File: src/rtl/reservation_station.sv
// Operand-collecting reservation station: allocates the lowest free slot, snoops the
// result bus for missing operands and issues the lowest-index ready entry.
module reservation_station #(
    parameter int RS_ID_WIDTH = 5,
    parameter int RS_OFFSET   = 0,
    parameter int RS_DEPTH    = 4,
    parameter int OP_WIDTH    = 32,
    parameter int CTRL_WIDTH  = 16
) (
    input  logic                   clk,
    input  logic                   rst,
    input  logic                   operation_valid,
    output logic                   operation_ready,
    input  logic [CTRL_WIDTH-1:0]  operation_ctrl,
    output logic [RS_ID_WIDTH-1:0] operation_id,
    input  logic                   op_a_valid,
    input  logic                   op_b_valid,
    input  logic [OP_WIDTH-1:0]    op_a_value,
    input  logic [OP_WIDTH-1:0]    op_b_value,
    input  logic [RS_ID_WIDTH-1:0] op_a_tag,
    input  logic [RS_ID_WIDTH-1:0] op_b_tag,
    input  logic                   result_valid,
    input  logic [RS_ID_WIDTH-1:0] result_tag,
    input  logic [OP_WIDTH-1:0]    result_value,
    output logic                   issue_valid,
    input  logic                   issue_ready,
    output logic [CTRL_WIDTH-1:0]  issue_ctrl,
    output logic [OP_WIDTH-1:0]    issue_a,
    output logic [OP_WIDTH-1:0]    issue_b,
    output logic [RS_ID_WIDTH-1:0] issue_id
);

    localparam int IDX_W = (RS_DEPTH > 1) ? $clog2(RS_DEPTH) : 1;

    logic [RS_DEPTH-1:0]    busy_r;
    logic [RS_DEPTH-1:0]    a_rdy_r;
    logic [RS_DEPTH-1:0]    b_rdy_r;
    logic [CTRL_WIDTH-1:0]  ctrl_r  [RS_DEPTH];
    logic [OP_WIDTH-1:0]    a_val_r [RS_DEPTH];
    logic [OP_WIDTH-1:0]    b_val_r [RS_DEPTH];
    logic [RS_ID_WIDTH-1:0] a_tag_r [RS_DEPTH];
    logic [RS_ID_WIDTH-1:0] b_tag_r [RS_DEPTH];

    logic [RS_DEPTH-1:0] elig_s;
    logic [RS_DEPTH-1:0] wake_a_s;
    logic [RS_DEPTH-1:0] wake_b_s;
    logic [IDX_W-1:0]    free_idx_s;
    logic [IDX_W-1:0]    issue_idx_s;
    logic                free_found_s;
    logic                issue_found_s;
    logic                accept_s;
    logic                issue_fire_s;
    logic                bypass_a_s;
    logic                bypass_b_s;

    // Priority pick of lowest free / lowest eligible slot plus per-entry snoop matches
    always_comb begin
        elig_s      = busy_r & a_rdy_r & b_rdy_r;
        free_idx_s  = '0;
        issue_idx_s = '0;
        wake_a_s    = '0;
        wake_b_s    = '0;
        for (int i = RS_DEPTH - 1; i >= 0; i--) begin
            free_idx_s  = busy_r[i] ? free_idx_s : IDX_W'(i);
            issue_idx_s = elig_s[i] ? IDX_W'(i) : issue_idx_s;
            wake_a_s[i] = busy_r[i] & ~a_rdy_r[i] & result_valid & (a_tag_r[i] == result_tag);
            wake_b_s[i] = busy_r[i] & ~b_rdy_r[i] & result_valid & (b_tag_r[i] == result_tag);
        end
    end

    assign free_found_s  = ~(&busy_r);
    assign issue_found_s = |elig_s;

    // Reset gates both handshakes so in-flight entries are dropped, never issued.
    assign operation_ready = free_found_s & ~rst;
    assign operation_id    = RS_ID_WIDTH'(RS_OFFSET) + RS_ID_WIDTH'(free_idx_s);
    assign issue_valid     = issue_found_s & ~rst;
    assign issue_ctrl      = ctrl_r[issue_idx_s];
    assign issue_a         = a_val_r[issue_idx_s];
    assign issue_b         = b_val_r[issue_idx_s];
    assign issue_id        = RS_ID_WIDTH'(RS_OFFSET) + RS_ID_WIDTH'(issue_idx_s);

    assign accept_s     = operation_valid & operation_ready;
    assign issue_fire_s = issue_valid & issue_ready;
    assign bypass_a_s   = ~op_a_valid & result_valid & (op_a_tag == result_tag);
    assign bypass_b_s   = ~op_b_valid & result_valid & (op_b_tag == result_tag);

    // Entry control state: busy and operand-ready bits
    always_ff @(posedge clk) begin
        if (rst) begin
            busy_r  <= '0;
            a_rdy_r <= '0;
            b_rdy_r <= '0;
        end else begin
            a_rdy_r <= a_rdy_r | wake_a_s;
            b_rdy_r <= b_rdy_r | wake_b_s;
            if (issue_fire_s) begin
                busy_r[issue_idx_s] <= 1'b0;
            end
            // The allocated slot was free, so it never collides with the issuing slot.
            if (accept_s) begin
                busy_r[free_idx_s]  <= 1'b1;
                a_rdy_r[free_idx_s] <= op_a_valid | bypass_a_s;
                b_rdy_r[free_idx_s] <= op_b_valid | bypass_b_s;
            end
        end
    end

    // Entry payload: operands, tags and ctrl carry no reset
    always_ff @(posedge clk) begin
        for (int i = 0; i < RS_DEPTH; i++) begin
            if (wake_a_s[i]) begin
                a_val_r[i] <= result_value;
            end
            if (wake_b_s[i]) begin
                b_val_r[i] <= result_value;
            end
        end
        if (accept_s) begin
            ctrl_r[free_idx_s]  <= operation_ctrl;
            a_val_r[free_idx_s] <= op_a_valid ? op_a_value : result_value;
            b_val_r[free_idx_s] <= op_b_valid ? op_b_value : result_value;
            a_tag_r[free_idx_s] <= op_a_tag;
            b_tag_r[free_idx_s] <= op_b_tag;
        end
    end

endmodule

File: config.mk
export PLATFORM = sky130hd
export DESIGN_NAME = reservation_station
export DESIGN_NICKNAME = d
export VERILOG_FILES = /design/src/rtl/reservation_station.sv
export SDC_FILE = /design/constraint.sdc
export NUM_CORES = 1
export LEC_CHECK = 0
export CAP_MARGIN = 20
export CORE_AREA = 2 2 173 175
export DETAILED_ROUTE_END_ITERATION = 16
export DIE_AREA = 0 0 175 177
export GPL_TIMING_DRIVEN = 0
export PLACE_DENSITY = 0.9
export SLEW_MARGIN = 30
export SYNTH_ARGS = -nofsm -noshare
export SYNTH_HDL_FRONTEND = slang
export SYNTH_SLANG_ARGS = --single-unit
File: constraint.sdc
create_clock -name clk -period 9.3 [get_ports clk]
set_input_delay 1.395 -clock clk [delete_from_list [all_inputs] [get_ports clk]]
set_output_delay 1.395 -clock clk [all_outputs]
set_load 0.02 [all_outputs]
==> impl_metrics.prom, run 1 <==
# TYPE chip_impl_metric gauge
chip_impl_metric{name="first_global_vias",unit=""} 11900
chip_impl_metric{name="post_dp_cell_area",unit="um^2"} 20100
chip_impl_metric{name="post-route-drc-count",unit=""} 0
chip_impl_metric{name="area.sequential",unit="um^2"} 11100
chip_impl_metric{name="cp_data_arrival_time",unit="ps"} 3720
chip_impl_info{name="setup.worst_path.start_class",value="flop"} 1
chip_impl_metric{name="static-leakage-power",unit="nW"} 7.07
chip_impl_metric{name="cts_hold_buffers",unit=""} 0
chip_impl_metric{name="place_ws",unit="ps"} 4850
chip_impl_info{name="post_synth_top_flop",value="sky130_fd_sc_hd__edfxtp_1"} 1
chip_impl_metric{name="post_synth_inst_count",unit=""} 1107
chip_impl_metric{name="fill_cells",unit=""} 1722
chip_impl_metric{name="r2r_setup_slack",unit="ps"} 6470
chip_impl_metric{name="global_route.overflow_total",unit=""} 0
chip_impl_metric{name="total_power",unit="mW"} 3.70
chip_impl_metric{name="synth.distinct_cells",unit=""} 43
chip_impl_metric{name="die_area",unit="um^2"} 31000
chip_impl_metric{name="cap_viol_max_count",unit=""} 0
chip_impl_metric{name="multi_input_area",unit="um^2"} 5630
chip_impl_metric{name="crit_path_max_incr_delay",unit="ps"} 870
chip_impl_metric{name="setup_violations",unit=""} 0
chip_impl_metric{name="maxClockFrequency",unit="MHz"} 195
chip_impl_metric{name="initialDrtViolationCount",unit=""} 1333
chip_impl_metric{name="worst_ep_required_time",unit="ps"} 7910
chip_impl_metric{name="cts.htree.levels",unit=""} 2
chip_impl_metric{name="wire_per_inst",unit="um"} 25.9
chip_impl_metric{name="finish.instance_area",unit="um^2"} 21400
chip_impl_metric{name="fp-row-count",unit=""} 63
chip_impl_metric{name="timing.slew.headroom",unit=""} 0.257
chip_impl_metric{name="core-area",unit="um^2"} 29200
chip_impl_info{name="critical_path.endpoint_type",value="output port"} 1
chip_impl_metric{name="grt_max_degree",unit=""} 34
chip_impl_metric{name="buffer_ports.inserted",unit=""} 213
chip_impl_metric{name="clock_sinks",unit=""} 372
chip_impl_info{name="synth_area_leaders",value="sky130_fd_sc_hd__edfxtp_1, sky130_fd_sc_hd__mux2_2, sky130_fd_sc_hd__a22oi_1, sky130_fd_sc_hd__xor2_1, sky130_fd_sc_hd__o21ai_0"} 1
chip_impl_metric{name="synth_seq_area_share",unit=""} 0.644
chip_impl_metric{name="gp_congestion",unit=""} 0.841
chip_impl_info{name="worstPathCellList",value="buf_4, and3_1, clkbuf_1, nor2_1, buf_2, a22oi_1, o21ai_0, clkdlybuf4s50_1"} 1
chip_impl_metric{name="grt_pass1_wl",unit="um"} 68900
chip_impl_info{name="post-synth-top-area-cell",value="sky130_fd_sc_hd__edfxtp_1"} 1
chip_impl_metric{name="crit_fanout",unit=""} 10
chip_impl_info{name="rsz0062_at_grt",value="no"} 1
chip_impl_metric{name="worst-slew-pin-transition",unit="ps"} 1110
chip_impl_metric{name="route.final.wire_length",unit="um"} 46500
chip_impl_metric{name="vias_per_cell",unit=""} 6.51
chip_impl_metric{name="synth_top_area_share",unit=""} 0.630
chip_impl_metric{name="cts_resized",unit=""} 0
chip_impl_metric{name="cts_post_setup_buffers_inserted",unit=""} 0
chip_impl_metric{name="number_of_antenna_violations_at_the_first_check_in_global_routing",unit=""} 3
chip_impl_metric{name="flow.area_growth_from_synthesis",unit="%"} 24.4
chip_impl_metric{name="starting_utilization_of_the_core_area",unit=""} 0.587
chip_impl_metric{name="synthesis.yosys.warnings",unit=""} 0
chip_impl_metric{name="cts_made_buffers",unit=""} 37
chip_impl_metric{name="detail_route.first_pass.iterations",unit=""} 5
chip_impl_metric{name="clk_transition_reported_paths",unit="ps"} 60
chip_impl_metric{name="synth_area",unit="um^2"} 17200
chip_impl_metric{name="ys_ff_latch",unit=""} 372
chip_impl_metric{name="antenna_left",unit=""} 0
chip_impl_metric{name="via_count",unit=""} 11700
chip_impl_metric{name="hpwl",unit="um"} 30100
chip_impl_metric{name="io_pins",unit=""} 226
chip_impl_info{name="holdCritPathClass",value="flop to flop"} 1
chip_impl_metric{name="final_net_count",unit=""} 1511
chip_impl_metric{name="vdd.ir_drop.worst",unit="mV"} 0.201
chip_impl_metric{name="globalRouteTotalUtil",unit=""} 0.295
chip_impl_info{name="cts_tree",value="done"} 1
chip_impl_metric{name="drive_above_1_share",unit=""} 0.271
chip_impl_info{name="outcome",value="complete, no violations"} 1
chip_impl_info{name="critical_path_class",value="flop to output port"} 1
chip_impl_metric{name="power-per-cell-area",unit="nW/um^2"} 173
chip_impl_metric{name="cts_max_path_buffers",unit=""} 3
chip_impl_metric{name="fin_setup_tns",unit="ps"} 0
chip_impl_metric{name="async_reset_ff_frac",unit=""} 0
chip_impl_metric{name="die_x",unit="um"} 175
chip_impl_metric{name="mean_syn_cell_area",unit="um^2"} 15.5
chip_impl_info{name="cp_top_delay_family",value="buffers and inverters"} 1
chip_impl_info{name="crit_slowest_cell",value="sky130_fd_sc_hd__nor2_1"} 1
chip_impl_metric{name="period_share",unit=""} 0.550
chip_impl_metric{name="minimum_clock_period_after_layout",unit="ps"} 5120
chip_impl_metric{name="die-height",unit="um"} 177
chip_impl_metric{name="finalHoldViolations",unit=""} 0
chip_impl_metric{name="crit_buf_inv",unit=""} 4
chip_impl_metric{name="synth_enable_flop_cells",unit=""} 360
chip_impl_metric{name="clock_latency",unit="ps"} 540
chip_impl_metric{name="post-route-worst-setup-slack",unit="ps"} 4180
chip_impl_metric{name="finalCoreUtilization",unit=""} 0.730
chip_impl_metric{name="finClkSkew",unit="ps"} 23.9
chip_impl_metric{name="report.final.slew_viol_count",unit=""} 0
chip_impl_info{name="cts-root-buf",value="sky130_fd_sc_hd__clkbuf_16"} 1
-- cell families after synthesis --
family / Yosys count / share of synthesized area
buf+inv: 93 / 0.0326
compound gates: 277 / 0.109
simple gates: 58 / 0.0205
xor+xnor: 50 / 0.0255
mux: 256 / 0.168
flops: 372 / 0.644
other cells: 1 / 0.000219
-- layout make-up --
cell class                 count  area share
antenna                        3    0.000352
clock inverter                18     0.00932
timing repair buffer         226       0.113
tap                          390      0.0228
sequential                   372       0.517
inverter                       5    0.000937
clock buffer                  44      0.0466
buffer                        88      0.0253
multi-input combinational    647       0.264
-- registers in the layout (all words and copies together) (netlist names) --
name	count
a_rdy_r	4
a_tag_r	20
b_rdy_r	4
b_val_r	128
b_tag_r	20
busy_r	4
a_val_r	128
ctrl_r	64
-- per-stage QoR --
| stage | instances | hold slack [ps] |
|---|---|---|
| finish | 1793 | 616 |
| detailed placement | 1727 | 610 |
| global placement | 1715 | 542 |
| global route | 1792 | 685 |
| CTS | 1789 | 606 |
| floorplan | 1112 | 521 |
-- worst paths after layout --
check | start | endpoint | cells past startpoint
hold / removal | b_rdy_r[1] | b_rdy_r[1] | 2
setup reg to reg | busy_r[1] | a_val_r[1][14] | 6
hold reg to reg | b_rdy_r[1] | b_rdy_r[1] | 2
setup / recovery | busy_r[0] | issue_a[27] | 8
-- synthesized netlist by cell type (2+ instances only) --
| cell | number |
|---|---|
| sky130_fd_sc_hd__nor2_4 | 2 |
| sky130_fd_sc_hd__a31o_2 | 2 |
| sky130_fd_sc_hd__buf_4 | 18 |
| sky130_fd_sc_hd__a311oi_1 | 3 |
| sky130_fd_sc_hd__a21oi_1 | 6 |
| sky130_fd_sc_hd__edfxtp_1 | 360 |
| sky130_fd_sc_hd__o21ai_1 | 14 |
| sky130_fd_sc_hd__o21ai_0 | 70 |
| sky130_fd_sc_hd__xor2_1 | 44 |
| sky130_fd_sc_hd__buf_6 | 12 |
| sky130_fd_sc_hd__nand2_1 | 7 |
| sky130_fd_sc_hd__and2_1 | 5 |
| sky130_fd_sc_hd__a22oi_1 | 160 |
| sky130_fd_sc_hd__nand2_2 | 4 |
| sky130_fd_sc_hd__a31oi_1 | 3 |
| sky130_fd_sc_hd__mux2_2 | 225 |
| sky130_fd_sc_hd__nand3_1 | 4 |
| sky130_fd_sc_hd__nor2_1 | 14 |
| sky130_fd_sc_hd__a211oi_1 | 11 |
| sky130_fd_sc_hd__o22ai_1 | 2 |
| sky130_fd_sc_hd__dfxtp_1 | 12 |
| sky130_fd_sc_hd__and3_1 | 5 |
| sky130_fd_sc_hd__nor4_1 | 10 |
| sky130_fd_sc_hd__clkbuf_1 | 15 |
| sky130_fd_sc_hd__a41o_1 | 2 |
| sky130_fd_sc_hd__xnor2_1 | 6 |
| sky130_fd_sc_hd__inv_1 | 4 |
| sky130_fd_sc_hd__mux2_1 | 31 |
| sky130_fd_sc_hd__buf_2 | 42 |
-- layer usage --
layer / track usage / part of all wire
met1: 0.381 / 0.38
met2: 0.498 / 0.49
met3: 0.0503 / 0.090
met4: 0.123 / 0.039
met5: 0 / 0.00037
-- worst min-delay path, cell delays in order, from the launching register on --
cell                       delay (ps)
sky130_fd_sc_hd__dfxtp_1          360
sky130_fd_sc_hd__nor2_1           130
sky130_fd_sc_hd__a221oi_1          80
-- report_power, final --
| group | internal (mW) | total [mW] | leakage, nW | switching, mW |
|---|---|---|---|---|
| logic | 0.152 | 0.303 | 3.11 | 0.151 |
| clock network | 0.875 | 1.51 | 0.583 | 0.636 |
| registers | 1.87 | 1.89 | 3.37 | 0.0103 |
| total | 2.90 | 3.70 | 7.07 | 0.796 |
-- placed cells by master (no fill, tap or decap), types with 20 or more instances in the layout --
cell type	netlist	final
sky130_fd_sc_hd__mux2_2	225	225
sky130_fd_sc_hd__clkdlybuf4s50_1	0	213
sky130_fd_sc_hd__a22oi_1	160	160
sky130_fd_sc_hd__clkbuf_16	0	39
sky130_fd_sc_hd__mux2_1	31	31
sky130_fd_sc_hd__clkbuf_1	15	20
sky130_fd_sc_hd__edfxtp_1	360	360
sky130_fd_sc_hd__xor2_1	44	44
sky130_fd_sc_hd__o21ai_0	70	68
sky130_fd_sc_hd__buf_2	42	42
Note: power is estimated with default switching activity, not from simulation.
==> run 2: changes to the inputs <==
--- a/config.mk
+++ b/config.mk
@@ -6,11 +6,11 @@
 export NUM_CORES = 1
 export LEC_CHECK = 0
 export CAP_MARGIN = 20
-export CORE_AREA = 2 2 173 175
+export CORE_AREA = 2 2 179 181
 export DETAILED_ROUTE_END_ITERATION = 16
-export DIE_AREA = 0 0 175 177
+export DIE_AREA = 0 0 181 183
 export GPL_TIMING_DRIVEN = 0
-export PLACE_DENSITY = 0.9
+export PLACE_DENSITY = 0.85
 export SLEW_MARGIN = 30
 export SYNTH_ARGS = -nofsm -noshare
 export SYNTH_HDL_FRONTEND = slang
==> constraint.sdc (replaced) <==
create_clock -name clk -period 5.1 [get_ports clk]
set_input_delay 0.765 -clock clk [delete_from_list [all_inputs] [get_ports clk]]
set_output_delay 0.765 -clock clk [all_outputs]
set_load 0.02 [all_outputs]
==> run 2 against run 1 <==
  * Clock-buffer cell count grew 7
  * Sequential power grew 82%
  * Clock power grew 72%
  * Total power grew 78%
  * Highest routed layer unchanged
  * Final cell count grew 0.89%
  * First-iteration DRC count shrank 12%
  * Final area is essentially flat
  * Largest power group unchanged
==> impl_metrics.prom, run 2 (synthesis gave the netlist of run 1 again) <==
# TYPE chip_impl_metric gauge
chip_impl_info{name="outcome",value="complete, no violations"} 1
chip_impl_info{name="rsz0062_at_grt",value="no"} 1
chip_impl_metric{name="globalRouteTotalUtil",unit=""} 0.265
chip_impl_metric{name="finalHoldViolations",unit=""} 0
chip_impl_metric{name="power-per-cell-area",unit="nW/um^2"} 309
chip_impl_metric{name="crit_fanout",unit=""} 10
chip_impl_metric{name="antenna_left",unit=""} 0
chip_impl_metric{name="drive_above_1_share",unit=""} 0.269
chip_impl_info{name="start_point_of_the_worst_hold_path",value="rst"} 1
chip_impl_metric{name="min_path_cells",unit=""} 2
chip_impl_metric{name="gp_congestion",unit=""} 0.814
chip_impl_info{name="holdCritPathClass",value="input pin to flop"} 1
chip_impl_metric{name="cp_data_arrival_time",unit="ps"} 3590
chip_impl_metric{name="setup_violations",unit=""} 0
chip_impl_metric{name="global_route.overflow_total",unit=""} 0
chip_impl_metric{name="hpwl",unit="um"} 30300
chip_impl_metric{name="clock_sinks",unit=""} 372
chip_impl_metric{name="cts_hold_buffers",unit=""} 0
chip_impl_metric{name="clk_transition_reported_paths",unit="ps"} 70
chip_impl_info{name="setup.worst_path.start_class",value="flop"} 1
chip_impl_metric{name="die_x",unit="um"} 181
chip_impl_metric{name="finalCoreUtilization",unit=""} 0.684
chip_impl_metric{name="vdd.ir_drop.worst",unit="mV"} 0.257
chip_impl_metric{name="wire_per_inst",unit="um"} 24.9
chip_impl_metric{name="final.hold.worst_slack",unit="ps"} 563
chip_impl_metric{name="grt_pass1_wl",unit="um"} 66600
chip_impl_metric{name="starting_utilization_of_the_core_area",unit=""} 0.550
chip_impl_metric{name="minimum_clock_period_after_layout",unit="ps"} 4360
chip_impl_info{name="largestRegisters",value="a_val_r: 128 flops, b_val_r: 128 flops, ctrl_r: 64 flops"} 1
chip_impl_metric{name="grt_max_degree",unit=""} 34
chip_impl_metric{name="final_net_count",unit=""} 1511
chip_impl_info{name="worst_r2r_startpoint",value="busy_r[1]"} 1
chip_impl_metric{name="core-area",unit="um^2"} 31200
chip_impl_metric{name="place_ws",unit="ps"} 1360
chip_impl_metric{name="post-route-drc-count",unit=""} 0
chip_impl_info{name="mostFrequentLayoutCells",value="sky130_fd_sc_hd__edfxtp_1, sky130_fd_sc_hd__mux2_2, sky130_fd_sc_hd__clkdlybuf4s50_1"} 1
chip_impl_metric{name="via_count",unit=""} 11400
chip_impl_metric{name="finClkSkew",unit="ps"} 24.2
chip_impl_metric{name="static-leakage-power",unit="nW"} 7.05
chip_impl_metric{name="cap_viol_max_count",unit=""} 0
chip_impl_info{name="worst_setup_startpoint",value="b_rdy_r[1]"} 1
chip_impl_metric{name="r2r_setup_slack",unit="ps"} 2260
chip_impl_info{name="critical_path.endpoint_type",value="output port"} 1
chip_impl_metric{name="initialDrtViolationCount",unit=""} 1177
chip_impl_info{name="hold_end",value="b_rdy_r[3]"} 1
chip_impl_metric{name="worst_ep_required_time",unit="ps"} 4340
chip_impl_info{name="layout.cells.most_common",value="sky130_fd_sc_hd__edfxtp_1"} 1
chip_impl_metric{name="number_of_antenna_violations_at_the_first_check_in_global_routing",unit=""} 5
chip_impl_metric{name="report.final.slew_viol_count",unit=""} 0
chip_impl_metric{name="die-height",unit="um"} 183
chip_impl_metric{name="period_share",unit=""} 0.855
chip_impl_info{name="rr_endpoint",value="a_val_r[1][17]"} 1
chip_impl_metric{name="maxClockFrequency",unit="MHz"} 229
chip_impl_metric{name="route.final.wire_length",unit="um"} 45000
chip_impl_metric{name="flow.area_growth_from_synthesis",unit="%"} 24.4
chip_impl_metric{name="post-route-worst-setup-slack",unit="ps"} 740
chip_impl_metric{name="rr_worst_depth",unit=""} 6
chip_impl_metric{name="cts_post_setup_buffers_inserted",unit=""} 0
chip_impl_metric{name="cts_resized",unit=""} 0
chip_impl_metric{name="timing.slew.headroom",unit=""} 0.351
chip_impl_metric{name="io_pins",unit=""} 226
chip_impl_metric{name="first_global_vias",unit=""} 11500
chip_impl_info{name="critical_path_class",value="flop to output port"} 1
chip_impl_metric{name="buffer_ports.inserted",unit=""} 213
chip_impl_metric{name="cts_made_buffers",unit=""} 37
chip_impl_info{name="cts-root-buf",value="sky130_fd_sc_hd__clkbuf_16"} 1
chip_impl_metric{name="detail_route.first_pass.iterations",unit=""} 5
chip_impl_metric{name="vias_per_cell",unit=""} 6.29
chip_impl_metric{name="cts_max_path_buffers",unit=""} 3
chip_impl_info{name="cts_tree",value="done"} 1
chip_impl_metric{name="fp-row-count",unit=""} 65
chip_impl_metric{name="clock_latency",unit="ps"} 520
chip_impl_metric{name="die_area",unit="um^2"} 33100
chip_impl_metric{name="cts.htree.levels",unit=""} 2
chip_impl_metric{name="worst-slew-pin-transition",unit="ps"} 965
## run 2: metrics by stage
step	setup TNS, ps	cell area (um^2)	total power, mW	std cells
CTS	0	21300	6.60	1804
global placement	-81450	19800	4.01	1727
global route	0	21400	6.76	1808
floorplan	0	17200	3.75	1112
finish	0	21400	6.59	1809
detailed placement	0	20200	4.04	1739
## run 2: report_power, final
part           total [mW]  internal [mW]  switching (mW)
clock network        2.60           1.50            1.10
registers            3.44           3.42          0.0175
logic               0.548          0.279           0.268
total                6.59           5.20            1.39
## run 2: final cells by class
class,count,area (um^2)
clock buffers,51,1020
plain buffers,88,541
multi-input cells,647,5640
diodes,4,10.0
clock inverters,14,124
well taps,402,503
repair buffers,226,2440
inverters,5,20.0
fillers,2070,9870
flip-flops and latches,372,11100
## run 2: critical path, cell delays in order (launching register included)
cell and delay (ps):
sky130_fd_sc_hd__dfxtp_1 360, sky130_fd_sc_hd__and3_1 190, sky130_fd_sc_hd__clkbuf_1 180, sky130_fd_sc_hd__o31ai_4 710, sky130_fd_sc_hd__clkbuf_1 520, sky130_fd_sc_hd__a22oi_1 170, sky130_fd_sc_hd__o21ai_0 230, sky130_fd_sc_hd__clkdlybuf4s50_1 710
## run 2: worst max-delay path by stage
| stage | cells past startpoint | end | slack, ps |
|---|---|---|---|
| 2_1_floorplan | 5 | a_val_r[1][0] | 810 |
| 3_3_place_gp | 5 | b_val_r[1][16] | -1230 |
| 3_5_place_dp | 7 | issue_b[5] | 1360 |
| 4_1_cts | 7 | issue_b[5] | 760 |
| 5_1_grt | 7 | issue_b[3] | 670 |
| 6_report | 7 | issue_b[5] | 740 |
## run 2: routing by layer
metal / vias to the layer above / wire [um] / GRT usage
met5: - / 12 / 0
li1: 4972 / - / -
met3: 109 / 3580 / 0.0429
met4: 2 / 1580 / 0.106
met1: 5700 / 17700 / 0.349
met2: 589 / 22200 / 0.445
